File: config.mk
export PLATFORM = sky130hd
export DESIGN_NAME = lc3_execute_flat
export DESIGN_NICKNAME = d
export VERILOG_FILES = /design/src/rtl/lc3_exec_pkg.sv /design/src/rtl/lc3_execute_if.sv /design/src/rtl/lc3_exec_alu.sv /design/src/rtl/lc3_execute.sv /design/src/flat_wrapper.sv
export SDC_FILE = /design/constraint.sdc
export NUM_CORES = 1
export LEC_CHECK = 0
export BUFFER_PORTS_ARGS = -buffer_cell sky130_fd_sc_hd__buf_2
export CORE_MARGIN = 1
export CORE_UTILIZATION = 47
export CTS_BUF_LIST = sky130_fd_sc_hd__clkbuf_16
export CTS_CLUSTER_DIAMETER = 80
export CTS_CLUSTER_SIZE = 16
export DETAILED_ROUTE_END_ITERATION = 16
export HOLD_SLACK_MARGIN = 0.03
export PLACE_DENSITY = 0.78
export SETUP_SLACK_MARGIN = 0.4
export SYNTH_ARGS = -nofsm -noshare
export SYNTH_HDL_FRONTEND = slang
export SYNTH_SLANG_ARGS = --single-unit
File: constraint.sdc
create_clock -name clock -period 2.3 [get_ports clock]
set_input_delay 0.46 -clock clock [delete_from_list [all_inputs] [get_ports clock]]
set_output_delay 0.46 -clock clock [all_outputs]
set_load 0.005 [all_outputs]
File: src/rtl/lc3_exec_pkg.sv
// lc3_exec_pkg: shared definitions for the LC-3 execute stage.
//   opcode_e     - 4-bit LC-3 opcode (IR[15:12])
//   alu_ctl_e    - E_Control[5:4] ALU operation encodings
//   pc1_sel_e    - E_Control[3:2] address addend-1 selects
//   EC_*         - E_Control field bit positions
//   sext16()     - sign-extend an IR immediate field to 16 bits
package lc3_exec_pkg;

  typedef enum logic [3:0] {
    OP_BR  = 4'b0000, OP_ADD = 4'b0001, OP_LD   = 4'b0010, OP_ST  = 4'b0011,
    OP_JSR = 4'b0100, OP_AND = 4'b0101, OP_LDR  = 4'b0110, OP_STR = 4'b0111,
    OP_RTI = 4'b1000, OP_NOT = 4'b1001, OP_LDI  = 4'b1010, OP_STI = 4'b1011,
    OP_JMP = 4'b1100, OP_RES = 4'b1101, OP_LEA  = 4'b1110, OP_TRAP = 4'b1111
  } opcode_e;

  typedef enum logic [1:0] {
    ALU_ADD = 2'b00, ALU_AND = 2'b01, ALU_NOT = 2'b10, ALU_RSV = 2'b11
  } alu_ctl_e;

  typedef enum logic [1:0] {
    PC1_OFF11 = 2'b00, PC1_OFF9 = 2'b01, PC1_OFF6 = 2'b10, PC1_ZERO = 2'b11
  } pc1_sel_e;

  localparam int EC_ALU_HI = 5;
  localparam int EC_ALU_LO = 4;
  localparam int EC_PC1_HI = 3;
  localparam int EC_PC1_LO = 2;
  localparam int EC_PC2    = 1;
  localparam int EC_OP2    = 0;

  // Sign-extend the low 'width' bits of a 16-bit value.
  function automatic logic [15:0] sext16(input logic [15:0] v, input int width);
    logic [15:0] r;
    for (int i = 0; i < 16; i++) r[i] = (i < width) ? v[i] : v[width-1];
    return r;
  endfunction

endpackage

File: src/rtl/lc3_execute_if.sv
// lc3_execute_if: decode -> execute -> memory/writeback bundle.
//   master : the decode side (drives operands/control, reads results)
//   slave  : the execute stage
interface lc3_execute_if;
  logic        enable_execute;
  logic [5:0]  E_Control;
  logic [15:0] IR;
  logic [15:0] npc_in;
  logic        Mem_Control_in;
  logic [1:0]  W_Control_in;
  logic [15:0] VSR1, VSR2;
  logic        bypass_alu_1, bypass_alu_2, bypass_mem_1, bypass_mem_2;
  logic [15:0] Mem_Bypass_Val;
  logic [15:0] aluout, pcout, M_Data, IR_Exec;
  logic [1:0]  W_Control_out;
  logic        Mem_Control_out;
  logic [2:0]  dr, sr1, sr2, NZP;

  modport master (
    output enable_execute, E_Control, IR, npc_in, Mem_Control_in, W_Control_in,
           VSR1, VSR2, bypass_alu_1, bypass_alu_2, bypass_mem_1, bypass_mem_2,
           Mem_Bypass_Val,
    input  aluout, pcout, M_Data, IR_Exec, W_Control_out, Mem_Control_out,
           dr, sr1, sr2, NZP
  );

  modport slave (
    input  enable_execute, E_Control, IR, npc_in, Mem_Control_in, W_Control_in,
           VSR1, VSR2, bypass_alu_1, bypass_alu_2, bypass_mem_1, bypass_mem_2,
           Mem_Bypass_Val,
    output aluout, pcout, M_Data, IR_Exec, W_Control_out, Mem_Control_out,
           dr, sr1, sr2, NZP
  );
endinterface

File: src/rtl/lc3_exec_alu.sv
// lc3_exec_alu: combinational 16-bit ALU for the execute stage.
//   ctl : ADD / AND / NOT (reserved encoding behaves as ADD)
//   op1, op2 : operands; y : result (ADD wraps mod 2^16)
module lc3_exec_alu
  import lc3_exec_pkg::*;
(
  input  alu_ctl_e    ctl,
  input  logic [15:0] op1,
  input  logic [15:0] op2,
  output logic [15:0] y
);
  always_comb begin
    y = op1 + op2;
    case (ctl)
      ALU_AND: y = op1 & op2;
      ALU_NOT: y = ~op1;
      default: y = op1 + op2;
    endcase
  end
endmodule

File: src/rtl/lc3_execute.sv
// lc3_execute: LC-3 pipeline execute stage, one-cycle latency.
//   clock, reset : rising-edge clock, async active-high reset
//   bus (slave)  : decode inputs, registered results, combinational sr1/sr2
// Optional feature: define LC3_EXEC_BYPASS_EN to enable operand forwarding
// from aluout (priority) or Mem_Bypass_Val; otherwise bypass inputs are ignored.
module lc3_execute
  import lc3_exec_pkg::*;
(
  input  logic         clock,
  input  logic         reset,
  lc3_execute_if.slave bus
);
  opcode_e     opcode;
  logic        is_store, is_alu_op, writes_dr;
  logic [15:0] vsr1_fwd, vsr2_fwd, op2, alu_y;
  logic [15:0] addend1, addend2, pc_sum;

  assign opcode    = opcode_e'(bus.IR[15:12]);
  assign is_store  = (opcode == OP_ST) || (opcode == OP_STR) || (opcode == OP_STI);
  assign is_alu_op = (opcode == OP_ADD) || (opcode == OP_AND) || (opcode == OP_NOT);
  assign writes_dr = is_alu_op || (opcode == OP_LEA) || (opcode == OP_LD) ||
                     (opcode == OP_LDR) || (opcode == OP_LDI);

  // Stores read their source from IR[11:9], so sr2 follows the opcode.
  assign bus.sr1 = bus.IR[8:6];
  assign bus.sr2 = is_store ? bus.IR[11:9] : bus.IR[2:0];

`ifdef LC3_EXEC_BYPASS_EN
  assign vsr1_fwd = bus.bypass_alu_1 ? bus.aluout :
                    bus.bypass_mem_1 ? bus.Mem_Bypass_Val : bus.VSR1;
  assign vsr2_fwd = bus.bypass_alu_2 ? bus.aluout :
                    bus.bypass_mem_2 ? bus.Mem_Bypass_Val : bus.VSR2;
`else
  logic unused_bypass;
  assign unused_bypass = ^{bus.bypass_alu_1, bus.bypass_alu_2, bus.bypass_mem_1,
                           bus.bypass_mem_2, bus.Mem_Bypass_Val};
  assign vsr1_fwd = bus.VSR1;
  assign vsr2_fwd = bus.VSR2;
`endif

  assign op2 = bus.E_Control[EC_OP2] ? vsr2_fwd : sext16(bus.IR, 5);

  lc3_exec_alu u_alu (
    .ctl (alu_ctl_e'(bus.E_Control[EC_ALU_HI:EC_ALU_LO])),
    .op1 (vsr1_fwd),
    .op2 (op2),
    .y   (alu_y)
  );

  always_comb begin
    addend1 = '0;
    case (pc1_sel_e'(bus.E_Control[EC_PC1_HI:EC_PC1_LO]))
      PC1_OFF11: addend1 = sext16(bus.IR, 11);
      PC1_OFF9:  addend1 = sext16(bus.IR, 9);
      PC1_OFF6:  addend1 = sext16(bus.IR, 6);
      default:   addend1 = '0;
    endcase
  end

  // The base register goes through forwarding too, so LDR/STR/JMP see fresh data.
  assign addend2 = bus.E_Control[EC_PC2] ? bus.npc_in : vsr1_fwd;
  assign pc_sum  = addend1 + addend2;

  always_ff @(posedge clock or posedge reset) begin
    if (reset) begin
      bus.aluout          <= '0;
      bus.pcout           <= '0;
      bus.M_Data          <= '0;
      bus.IR_Exec         <= '0;
      bus.W_Control_out   <= '0;
      bus.Mem_Control_out <= 1'b0;
      bus.dr              <= '0;
      bus.NZP             <= '0;
    end else if (bus.enable_execute) begin
      if (is_alu_op)            bus.aluout <= alu_y;
      else if (opcode == OP_LEA) bus.aluout <= pc_sum;
      bus.pcout           <= pc_sum;
      bus.M_Data          <= is_store ? vsr2_fwd : 16'h0000;
      bus.IR_Exec         <= bus.IR;
      bus.W_Control_out   <= bus.W_Control_in;
      bus.Mem_Control_out <= bus.Mem_Control_in;
      bus.dr              <= writes_dr ? bus.IR[11:9] : 3'b000;
      // Non-branch instructions load 0, so the mask lives one enabled cycle.
      bus.NZP             <= (opcode == OP_BR)  ? bus.IR[11:9] :
                             (opcode == OP_JMP) ? 3'b111 : 3'b000;
    end
  end
endmodule

File: src/flat_wrapper.sv
// flat-port wrapper written by rule: the top's interface ports become plain ports
module lc3_execute_flat import lc3_exec_pkg::*;
  (clock, reset, bus_enable_execute, bus_E_Control, bus_IR, bus_npc_in, bus_Mem_Control_in, bus_W_Control_in, bus_VSR1, bus_VSR2, bus_bypass_alu_1, bus_bypass_alu_2, bus_bypass_mem_1, bus_bypass_mem_2, bus_Mem_Bypass_Val, bus_aluout, bus_pcout, bus_M_Data, bus_IR_Exec, bus_W_Control_out, bus_Mem_Control_out, bus_dr, bus_sr1, bus_sr2, bus_NZP);
  lc3_execute_if bus_i ();
  input  logic clock;
  input  logic reset;
  input wire logic [$bits(bus_i.enable_execute)-1:0] bus_enable_execute;
  input wire logic [$bits(bus_i.E_Control)-1:0] bus_E_Control;
  input wire logic [$bits(bus_i.IR)-1:0] bus_IR;
  input wire logic [$bits(bus_i.npc_in)-1:0] bus_npc_in;
  input wire logic [$bits(bus_i.Mem_Control_in)-1:0] bus_Mem_Control_in;
  input wire logic [$bits(bus_i.W_Control_in)-1:0] bus_W_Control_in;
  input wire logic [$bits(bus_i.VSR1)-1:0] bus_VSR1;
  input wire logic [$bits(bus_i.VSR2)-1:0] bus_VSR2;
  input wire logic [$bits(bus_i.bypass_alu_1)-1:0] bus_bypass_alu_1;
  input wire logic [$bits(bus_i.bypass_alu_2)-1:0] bus_bypass_alu_2;
  input wire logic [$bits(bus_i.bypass_mem_1)-1:0] bus_bypass_mem_1;
  input wire logic [$bits(bus_i.bypass_mem_2)-1:0] bus_bypass_mem_2;
  input wire logic [$bits(bus_i.Mem_Bypass_Val)-1:0] bus_Mem_Bypass_Val;
  output wire logic [$bits(bus_i.aluout)-1:0] bus_aluout;
  output wire logic [$bits(bus_i.pcout)-1:0] bus_pcout;
  output wire logic [$bits(bus_i.M_Data)-1:0] bus_M_Data;
  output wire logic [$bits(bus_i.IR_Exec)-1:0] bus_IR_Exec;
  output wire logic [$bits(bus_i.W_Control_out)-1:0] bus_W_Control_out;
  output wire logic [$bits(bus_i.Mem_Control_out)-1:0] bus_Mem_Control_out;
  output wire logic [$bits(bus_i.dr)-1:0] bus_dr;
  output wire logic [$bits(bus_i.sr1)-1:0] bus_sr1;
  output wire logic [$bits(bus_i.sr2)-1:0] bus_sr2;
  output wire logic [$bits(bus_i.NZP)-1:0] bus_NZP;
  assign bus_i.enable_execute = bus_enable_execute;
  assign bus_i.E_Control = bus_E_Control;
  assign bus_i.IR = bus_IR;
  assign bus_i.npc_in = bus_npc_in;
  assign bus_i.Mem_Control_in = bus_Mem_Control_in;
  assign bus_i.W_Control_in = bus_W_Control_in;
  assign bus_i.VSR1 = bus_VSR1;
  assign bus_i.VSR2 = bus_VSR2;
  assign bus_i.bypass_alu_1 = bus_bypass_alu_1;
  assign bus_i.bypass_alu_2 = bus_bypass_alu_2;
  assign bus_i.bypass_mem_1 = bus_bypass_mem_1;
  assign bus_i.bypass_mem_2 = bus_bypass_mem_2;
  assign bus_i.Mem_Bypass_Val = bus_Mem_Bypass_Val;
  assign bus_aluout = bus_i.aluout;
  assign bus_pcout = bus_i.pcout;
  assign bus_M_Data = bus_i.M_Data;
  assign bus_IR_Exec = bus_i.IR_Exec;
  assign bus_W_Control_out = bus_i.W_Control_out;
  assign bus_Mem_Control_out = bus_i.Mem_Control_out;
  assign bus_dr = bus_i.dr;
  assign bus_sr1 = bus_i.sr1;
  assign bus_sr2 = bus_i.sr2;
  assign bus_NZP = bus_i.NZP;
  lc3_execute u_core (.clock(clock), .reset(reset), .bus(bus_i));
endmodule
## After elaboration in Yosys (flattened, before gate mapping)

Index checks and enable logic that the tools add are counted.

| storage, ports and cells | value |
|---|---|
| flip-flop bits (word level) | 73 |
| output and inout port bits | 79 |
| word-level logic and storage cells | 50 |

| cells by class | value |
|---|---|
| add/sub/neg operators | 2 |
| equal/unequal tests | 15 |
| multiplexer cells | 11 |
| bitwise logic cells | 2 |
| reductions and logical operators | 12 |

Operator list:

| cell | number |
|---|---|
| $mux 16 | 5 |
| $pmux 16 s3 | 1 |
| $add 16x16->16 | 2 |
| $pmux 16 s2 | 1 |
| $eq 4x4->1 const B | 5 |
| $and 16x16->16 | 1 |
| $not 16->16 | 1 |
| $eq 4x3->1 const B | 3 |
| $mux 3 | 4 |
| $eq 4x2->1 const B | 2 |
| $logic_or 1x1->1 | 8 |
| $eq 2x1->1 const B | 2 |
| $eq 2x2->1 const B | 2 |
| $eq 4x1->1 const B | 1 |
| $logic_not 4->1 | 1 |
| $logic_not 2->1 | 1 |
| $reduce_and 2->1 | 1 |
| $reduce_bool 2->1 | 1 |

## Depth between registers and ports, before layout

Gate-level depths: netlist of run 1.

| logic depth | value |
|---|---|
| depth in word-level cells | 8 |
| gate-level depth with buffers | 14 |
| depth with buffers taken out | 12 |

## Cells and area by module

A second synthesis of run 1 with hierarchy kept.

| unflattened totals | value |
|---|---|
| cell total of the unflattened synthesis | 598 |
| area, all modules | 5,323.9 um2 |

Modules (own cells, without submodules):

| module | times used | cells each | area an instance (um2) |
|---|---|---|---|
| lc3_execute | 1 | 434 | 4,212.8 |
| lc3_exec_alu | 1 | 164 | 1,111.1 |

## Worst setup path before layout of run 1

Ideal clock, no wire load.

| path | value |
|---|---|
| path kind | input -> register |
| start | in bus_E_Control[1] |
| end | reg u_core.bus.aluout[10] |
| setup time | 126 ps |
| arrival | 3,101 ps |
| required time | 2,174 ps |
| setup slack | -927 ps |
| stages on the path | 13 |
| path buffers | 2 |
| cells stage by stage | clkbuf_1 > clkbuf_1 > o21ai_0 > ha_1 > inv_1 > fa_1 > nor2b_4 > o31a_1 > or4_1 > a31oi_1 > o21ai_1 > xor2_1 > a221o_1 |

| between the ends | value |
|---|---|
| word-level cells in the longest chain between the ends | 4 |

RTL lines:

| element | RTL line | RTL |
|---|---|---|
| start, declared | flat_wrapper.sv:8 | `input wire logic [$bits(bus_i.E_Control)-1:0] bus_E_Control;` |
| $mux 16 | lc3_execute.sv:61 | `assign addend2 = bus.E_Control[EC_PC2] ? bus.npc_in : vsr1_fwd;` |
| $add 16x16->16 | lc3_execute.sv:62 | `assign pc_sum = addend1 + addend2;` |
| $mux 16 | lc3_execute.sv:76 | `else if (opcode == OP_LEA) bus.aluout <= pc_sum;` |
| $mux 16 | lc3_execute.sv:75 | `if (is_alu_op) bus.aluout <= alu_y;` |
| end signal, assigned | lc3_execute.sv:75 |  |
| end signal, assigned | lc3_execute.sv:76 |  |
| end, declared | lc3_execute_if.sv:31 | `output aluout, pcout, M_Data, IR_Exec, W_Control_out, Mem_Control_out,` |

No other way between the ends. The select of a mux whose other input is x is not followed.
A chain may end at the register's enable or synchronous reset.

## Final worst setup path of run 1

| path | value |
|---|---|
| start | in bus_E_Control[0] |
| end | reg u_core.bus.aluout[10] |

| between the ends | value |
|---|---|
| word-level cells in the longest chain between the ends | 4 |
| elaborated cells on any way between the ends | 5 |
| classes of those cells | 1 x add/sub; 3 x mux; 1 x bitwise |

RTL lines:

| element | RTL line | RTL |
|---|---|---|
| $mux 16 (*) | lc3_execute.sv:41 | `assign op2 = bus.E_Control[EC_OP2] ? vsr2_fwd : sext16(bus.IR, 5);` |
| $add 16x16->16 / $and 16x16->16 (equally long branches) | -- |  |
| $pmux 16 s2 (*) | lc3_exec_alu.sv:14 | `case (ctl)` |
| $mux 16 (*) | lc3_execute.sv:75 |  |

Every way passes the cells marked *; elsewhere a longest branch is shown, timed or not.

==> results of run 1 <==
-- critical path, cell delays in order --
cell      delay [ns]
buf_12          0.12
buf_4           0.18
nand2_1         0.09
nand2_1         0.19
ha_1            0.39
o211ai_1        0.12
a21oi_2         0.08
o211ai_1        0.28
buf_4           0.17
a31oi_2         0.12
nor4b_2         0.33
a311oi_1        0.12
a221o_1         0.28
-- per-layer routing --
metal | GRT usage [%] | part of all wire [%] | vias up
li1 | - | - | 2705
met1 | 41.6 | 33 | 3056
met2 | 65.0 | 47 | 579
met3 | 7.05 | 11 | 188
met4 | 24.0 | 9.0 | 0
met5 | 0 | 0 | -
-- layout make-up --
class	instances	area, µm²
Clock buffer	9	225
Sequential cell	73	1830
Tap cell	136	170
Clock inverter	7	85.1
Fill cell	559	1910
Multi-Input combinational cell	438	3910
Inverter	57	220
Timing Repair Buffer	308	2160
-- worst paths after layout --
check	start	to	cells after the start
hold reg to reg	u_core.bus.aluout[1]$_DFFE_PP0P_	u_core.bus.aluout[1]$_DFFE_PP0P_	2
setup / recovery	bus_E_Control[0]	u_core.bus.aluout[10]$_DFFE_PP0P_	13
setup reg to reg	u_core.bus.aluout[13]$_DFFE_PP0P_	u_core.bus.aluout[13]$_DFFE_PP0P_	3
max in group asynchronous	reset	u_core.bus.pcout[10]$_DFFE_PP0P_	3
hold / removal	reset	u_core.bus.M_Data[2]$_DFFE_PP0P_	3
min in group clock	bus_W_Control_in[1]	u_core.bus.W_Control_out[1]$_DFFE_PP0P_	2
-- kinds of logic after synthesis --
kind of cell | count (synthesis) | synth area share, %
xor gates and xnor gates | 22 | 3.72
and+or+nand+nor | 159 | 14.2
DFF | 73 | 35.2
muxes | 46 | 9.78
AOI/OAI and AO/OA | 176 | 21.7
buffers and inverters | 88 | 6.59
adders and majority gates | 35 | 8.74
-- registers in the layout, summed over array words and instances, names as in the netlist --
name,flops
u_core.bus.aluout,16
u_core.bus.M_Data,16
u_core.bus.pcout,16
u_core.bus.dr,3
u_core.bus.NZP,3
u_core.bus.Mem_Control_out,1
u_core.bus.W_Control_out,2
u_core.bus.IR_Exec,16
-- cells in the final DEF, fill, tap and decap left out, drive strengths merged, types with 9 or more instances in the layout --
cell | Yosys | layout
buf | 6 | 307
nand2 | 87 | 87
dfrtp | 73 | 73
inv | 57 | 60
o21ai | 50 | 50
mux2 | 37 | 37
ha | 33 | 33
a21oi | 33 | 33
o22ai | 23 | 23
nor2 | 21 | 21
a211oi | 13 | 13
xor2 | 11 | 11
xnor2 | 11 | 11
and2 | 10 | 10
clkbuf | 25 | 9
mux2i | 9 | 9
a221oi | 9 | 9
nand2b | 9 | 9
-- power groups by stage --
| stage | Sequential, mW | Combinational, mW | Clock (mW) |
|---|---|---|---|
| 2_1_floorplan | 1.67 | 0.952 | 0 |
| 3_3_place_gp | 1.67 | 1.74 | 0 |
| 5_1_grt | 1.70 | 2.57 | 1.55 |
| 6_report | 1.69 | 2.44 | 1.51 |
| 4_1_cts | 1.66 | 2.05 | 1.49 |
| 3_5_place_dp | 1.68 | 1.79 | 0 |
-- timing repair --
item	4_1_cts	5_1_grt
hold endpoints to repair	0	0
pin swaps	48	53
cloned	2	0
setup endpoints to repair	28	27
setup buffers	15	13
gates resized for setup	100	74
-- metrics by stage --
| stage | setup TNS, ns | worst slack (ns) | instance area [µm²] | instances |
|---|---|---|---|---|
| 2_1_floorplan | -5.43 | -0.631 | 5460 | 599 |
| 3_5_place_dp | -12.69 | -0.899 | 7170 | 982 |
| 4_1_cts | -1.19 | -0.207 | 8140 | 1015 |
| 6_report | -4.61 | -0.409 | 8600 | 1028 |
| 3_3_place_gp | -10.80 | -0.775 | 7170 | 982 |
| 5_1_grt | -5.62 | -0.486 | 8600 | 1028 |
==> impl_metrics.tcl, run 1 <==
set metrics [dict create \
    clk_latency_ns 0.35 \
    nets 1018 \
    max_slew.worst_pin.slew_ns 0.571 \
    slew_viol_final 0 \
    synth_flop_cell "dfrtp_1" \
    avgRoutedWirePerCell_um 24.2 \
    worstPathRequired_ns 2.53 \
    start_util_pct 49.3 \
    synth_top_area_cell "dfrtp_1" \
    fin_ws_ns -0.409 \
    arrival_ns 2.94 \
    min_period_ns 2.71 \
    skew_ns 0 \
    gp_congestion 0.906 \
    routed_wl_um 24900 \
    final_util_pct 81.8 \
    max_freq_mhz 369 \
    grt_usage_pct 37.3 \
    status "finished with violations" \
    synth_edf_count 0 \
    design.die.area_um2 11500 \
    grt.overflow.total 0 \
    area_growth_pct 66.0 \
    pwr-share-clk_pct 26.8 \
    yosysTopAreaCellShare_pct 35.2 \
    crit_fanout 12 \
    violations "negative setup slack" \
    yosysWarnings 0 \
    syn_nets 730 \
    slew_headroom_pct 61.8 \
    cts_buffers 9 \
    die_height_um 107 \
    synth_seq_area_share_pct 35.2 \
    cts_tree "done" \
    p_switching_mw 2.05 \
    die_x_um 107 \
    hpwlAfterDp_um 14000 \
    cap_violations 0 \
    via_per_inst 6.35 \
    ys_seq_elements 73 \
    setup-violations-final 19 \
    critical_path_class "input port to register" \
    vias 6528 \
    synthTopCellsByCount "nand2_1, dfrtp_1, inv_1, o21ai_0, mux2_2" \
    drt_iter0_markers 621 \
    combPwrFrac_pct 43.3 \
    end_kind "register" \
    firstDrtPassIters 6 \
    yosysMostFrequentCell "nand2_1" \
    cts_hold_buf 0 \
    synth_area_um2 5180 \
    antenna_left 0 \
    htree_levels 3 \
    hold_viol 0 \
    grt_setup_unrepaired "true" \
    r2r_setup_slack_ns 1.21 \
    power_density_nw_per_um2 656 \
    final_layout_size_suffix_gt1_share_pct 54.0 \
    min_period_over_period_pct 118 \
    grt_max_degree 74 \
    power_mw 5.64 \
    num_io_pins 175 \
    core-area_um2 10500 \
    clkTransAtPathRegs_ns 0.07 \
    internal_power_mw 3.59 \
    swShare_pct 36.4 \
    cts.sinks 73 \
    peakVddDrop_v 0.000483 \
    fp-row-count 37 \
    antenna_found_initial 0 \
    synthCells 599 \
    port_buffers 154 \
    async_reset_ff_share_pct 100 \
    syn_area_per_cell_um2 8.65 \
    clockRootBuffer "clkbuf_16" \
    grt_pass1_vias 6261 \
    hp-class "input port to async pin" \
    route.detailed.drc 0 \
    whs_ns 0.202 \
    cts_buffer_depth 2 \
    synthTopCellsByArea "dfrtp_1, mux2_2, ha_1" \
    p_seq_share_pct 29.9 \
    grt_pass1_wl_um 32400 \
    leakagePower_nw 4.14 \
    antennaDiodeCount 0 \
    startpoint_type "input port" \
    ys_types 54 \
]
Note: power is estimated with default switching activity, not from simulation.
==> run 2, diff against run 1 <==
--- a/config.mk
+++ b/config.mk
@@ -8,7 +8,6 @@
 export BUFFER_PORTS_ARGS = -buffer_cell sky130_fd_sc_hd__buf_2
 export CORE_MARGIN = 1
 export CORE_UTILIZATION = 47
-export CTS_BUF_LIST = sky130_fd_sc_hd__clkbuf_16
 export CTS_CLUSTER_DIAMETER = 80
 export CTS_CLUSTER_SIZE = 16
 export DETAILED_ROUTE_END_ITERATION = 16
==> impl_metrics.tcl, run 2 (same netlist as run 1, synthesis figures left out) <==
set metrics [dict create \
    hp-class "input port to async pin" \
    min_period_ns 2.68 \
    final_layout_size_suffix_gt1_share_pct 52.6 \
    num_io_pins 175 \
    use_met1_pct 40.5 \
    slew_viol_final 0 \
    setup-violations-final 20 \
    grt_pass1_vias 6104 \
    r2r_cells 3 \
    skew_ns 0 \
    nets 1019 \
    whs_ns 0.188 \
    crit_fanout 3 \
    fin_ws_ns -0.382 \
    power_density_nw_per_um2 617 \
    firstDrtPassIters 6 \
    gp_congestion 0.906 \
    via_per_inst 6.25 \
    end_kind "register" \
    grt_pass1_wl_um 30900 \
    worstPathRequired_ns 2.55 \
    arrival_ns 2.93 \
    cts_buffers 9 \
    antennaDiodeCount 0 \
    avgRoutedWirePerCell_um 23.1 \
    grt.busiest_layer "met2" \
    core-area_um2 10500 \
    clockRootBuffer "clkbuf_8" \
    max_slew.worst_pin.slew_ns 0.500 \
    placed_area_um2 7170 \
    port_buffers 154 \
    drt_iter0_markers 753 \
    tns_ns -4.51 \
    max_freq_mhz 373 \
    peakVddDrop_v 0.000434 \
    finalInstanceArea_um2 8350 \
    startpoint_type "input port" \
    cts_hold_buf 0 \
    use_met2_pct 60.8 \
    cts.sinks 73 \
    violations "negative setup slack" \
    hold_viol 0 \
    route.detailed.drc 0 \
    cap_violations 0 \
    leakagePower_nw 4.07 \
    clkTransAtPathRegs_ns 0.10 \
    critPathMaxStageDelay_ns 0.45 \
    use_met3_pct 6.38 \
    grt_usage_pct 35.2 \
    design.die.area_um2 11500 \
    min_period_over_period_pct 117 \
    slew_headroom_pct 66.5 \
    critical_path_class "input port to register" \
    die_x_um 107 \
    start_util_pct 49.3 \
    cts_buffer_depth 2 \
    die_height_um 107 \
    antenna_left 0 \
    vias 6435 \
    power_mw 5.16 \
    antenna_found_initial 0 \
    placed_cells 982 \
    fp-row-count 37 \
    htree_levels 3 \
    layout_common_cells "buf_2, buf_4, nand2_1, dfrtp_1, inv_1" \
    area_growth_pct 61.2 \
    hpwlAfterDp_um 14000 \
    grt_setup_unrepaired "true" \
    status "finished with violations" \
    clk_latency_ns 0.37 \
    cts_tree "done" \
    cpMaxStageDelayCell "or4_4" \
    routed_wl_um 23800 \
    final-instance-count-excl-fill 1029 \
    cp_cell_sequence "buf_2, inv_1, o21ai_1, ha_4, nor2b_4, o31a_1, or4_4, buf_6, a31oi_4, o21ai_2, xor2_1, a221o_1" \
    grt_max_degree 74 \
    grt.overflow.total 0 \
    final_common_cell "buf_2" \
]
## run 2: cell types whose count changed in the layout (fill, tap and decap cells not counted), sizes merged
cell,delta
bufbuf,-1
buf,+2
## run 2: through the flow
stage	util, %	setup slack [ns]
3_3_place_gp	68.2	-0.775
5_1_grt	79.5	-0.435
4_1_cts	75.6	-0.185
3_5_place_dp	68.2	-0.899
6_report	79.5	-0.382
2_1_floorplan	-	-0.631
## run 2: area by class of cell
type,instances,area [µm²]
Inverter,57,220
Sequential cell,73,1830
Multi-Input combinational cell,438,3810
Clock inverter,7,85.1
Clock buffer,9,124
Timing Repair Buffer,309,2110
Fill cell,612,2150
Tap cell,136,170
## run 2: where the power goes
| group | leakage, nW | internal (mW) | switching (mW) |
|---|---|---|---|
| Combinational | 3.07 | 1.18 | 1.18 |
| Clock | 0.100 | 0.524 | 0.590 |
| Sequential | 0.905 | 1.51 | 0.168 |
| Total | 4.07 | 3.22 | 1.94 |
## run 2: worst max-delay path: cells and delay by family
family | cells | cell delay, ns
adder cells (fa/ha/maj) | 1 | 0.28
AND/OR/NAND/NOR | 2 | 0.58
buffers and inverters | 3 | 0.30
XOR/XNOR | 1 | 0.16
AO/OA/AOI/OAI | 5 | 1.16
## run 2: final timing paths
path                                                   start                                 endpoint  slack [ns]
min in group clock                       bus_W_Control_in[1]  u_core.bus.W_Control_out[1]$_DFFE_PP0P_        0.32
max in group asynchronous                              reset         u_core.bus.aluout[8]$_DFFE_PP0P_        1.78
hold / removal                                         reset        u_core.bus.IR_Exec[0]$_DFFE_PP0P_        0.19
setup reg to reg           u_core.bus.aluout[13]$_DFFE_PP0P_        u_core.bus.aluout[13]$_DFFE_PP0P_        1.22
hold reg to reg             u_core.bus.aluout[1]$_DFFE_PP0P_         u_core.bus.aluout[1]$_DFFE_PP0P_        0.50
setup / recovery                                 bus_VSR1[2]        u_core.bus.aluout[10]$_DFFE_PP0P_       -0.38
## run 2: layer usage
layer | share of wire (%) | vias up
met4 | 8.6 | 0
met3 | 9.4 | 168
met5 | 0 | -
met2 | 47 | 500
li1 | - | 2709
met1 | 35 | 3058
## run 2: timing repair
action	CTS	global route
endpoints found under the setup margin	28	29
gates resized for setup	93	67
pin swaps	46	42
buffers inserted	13	18
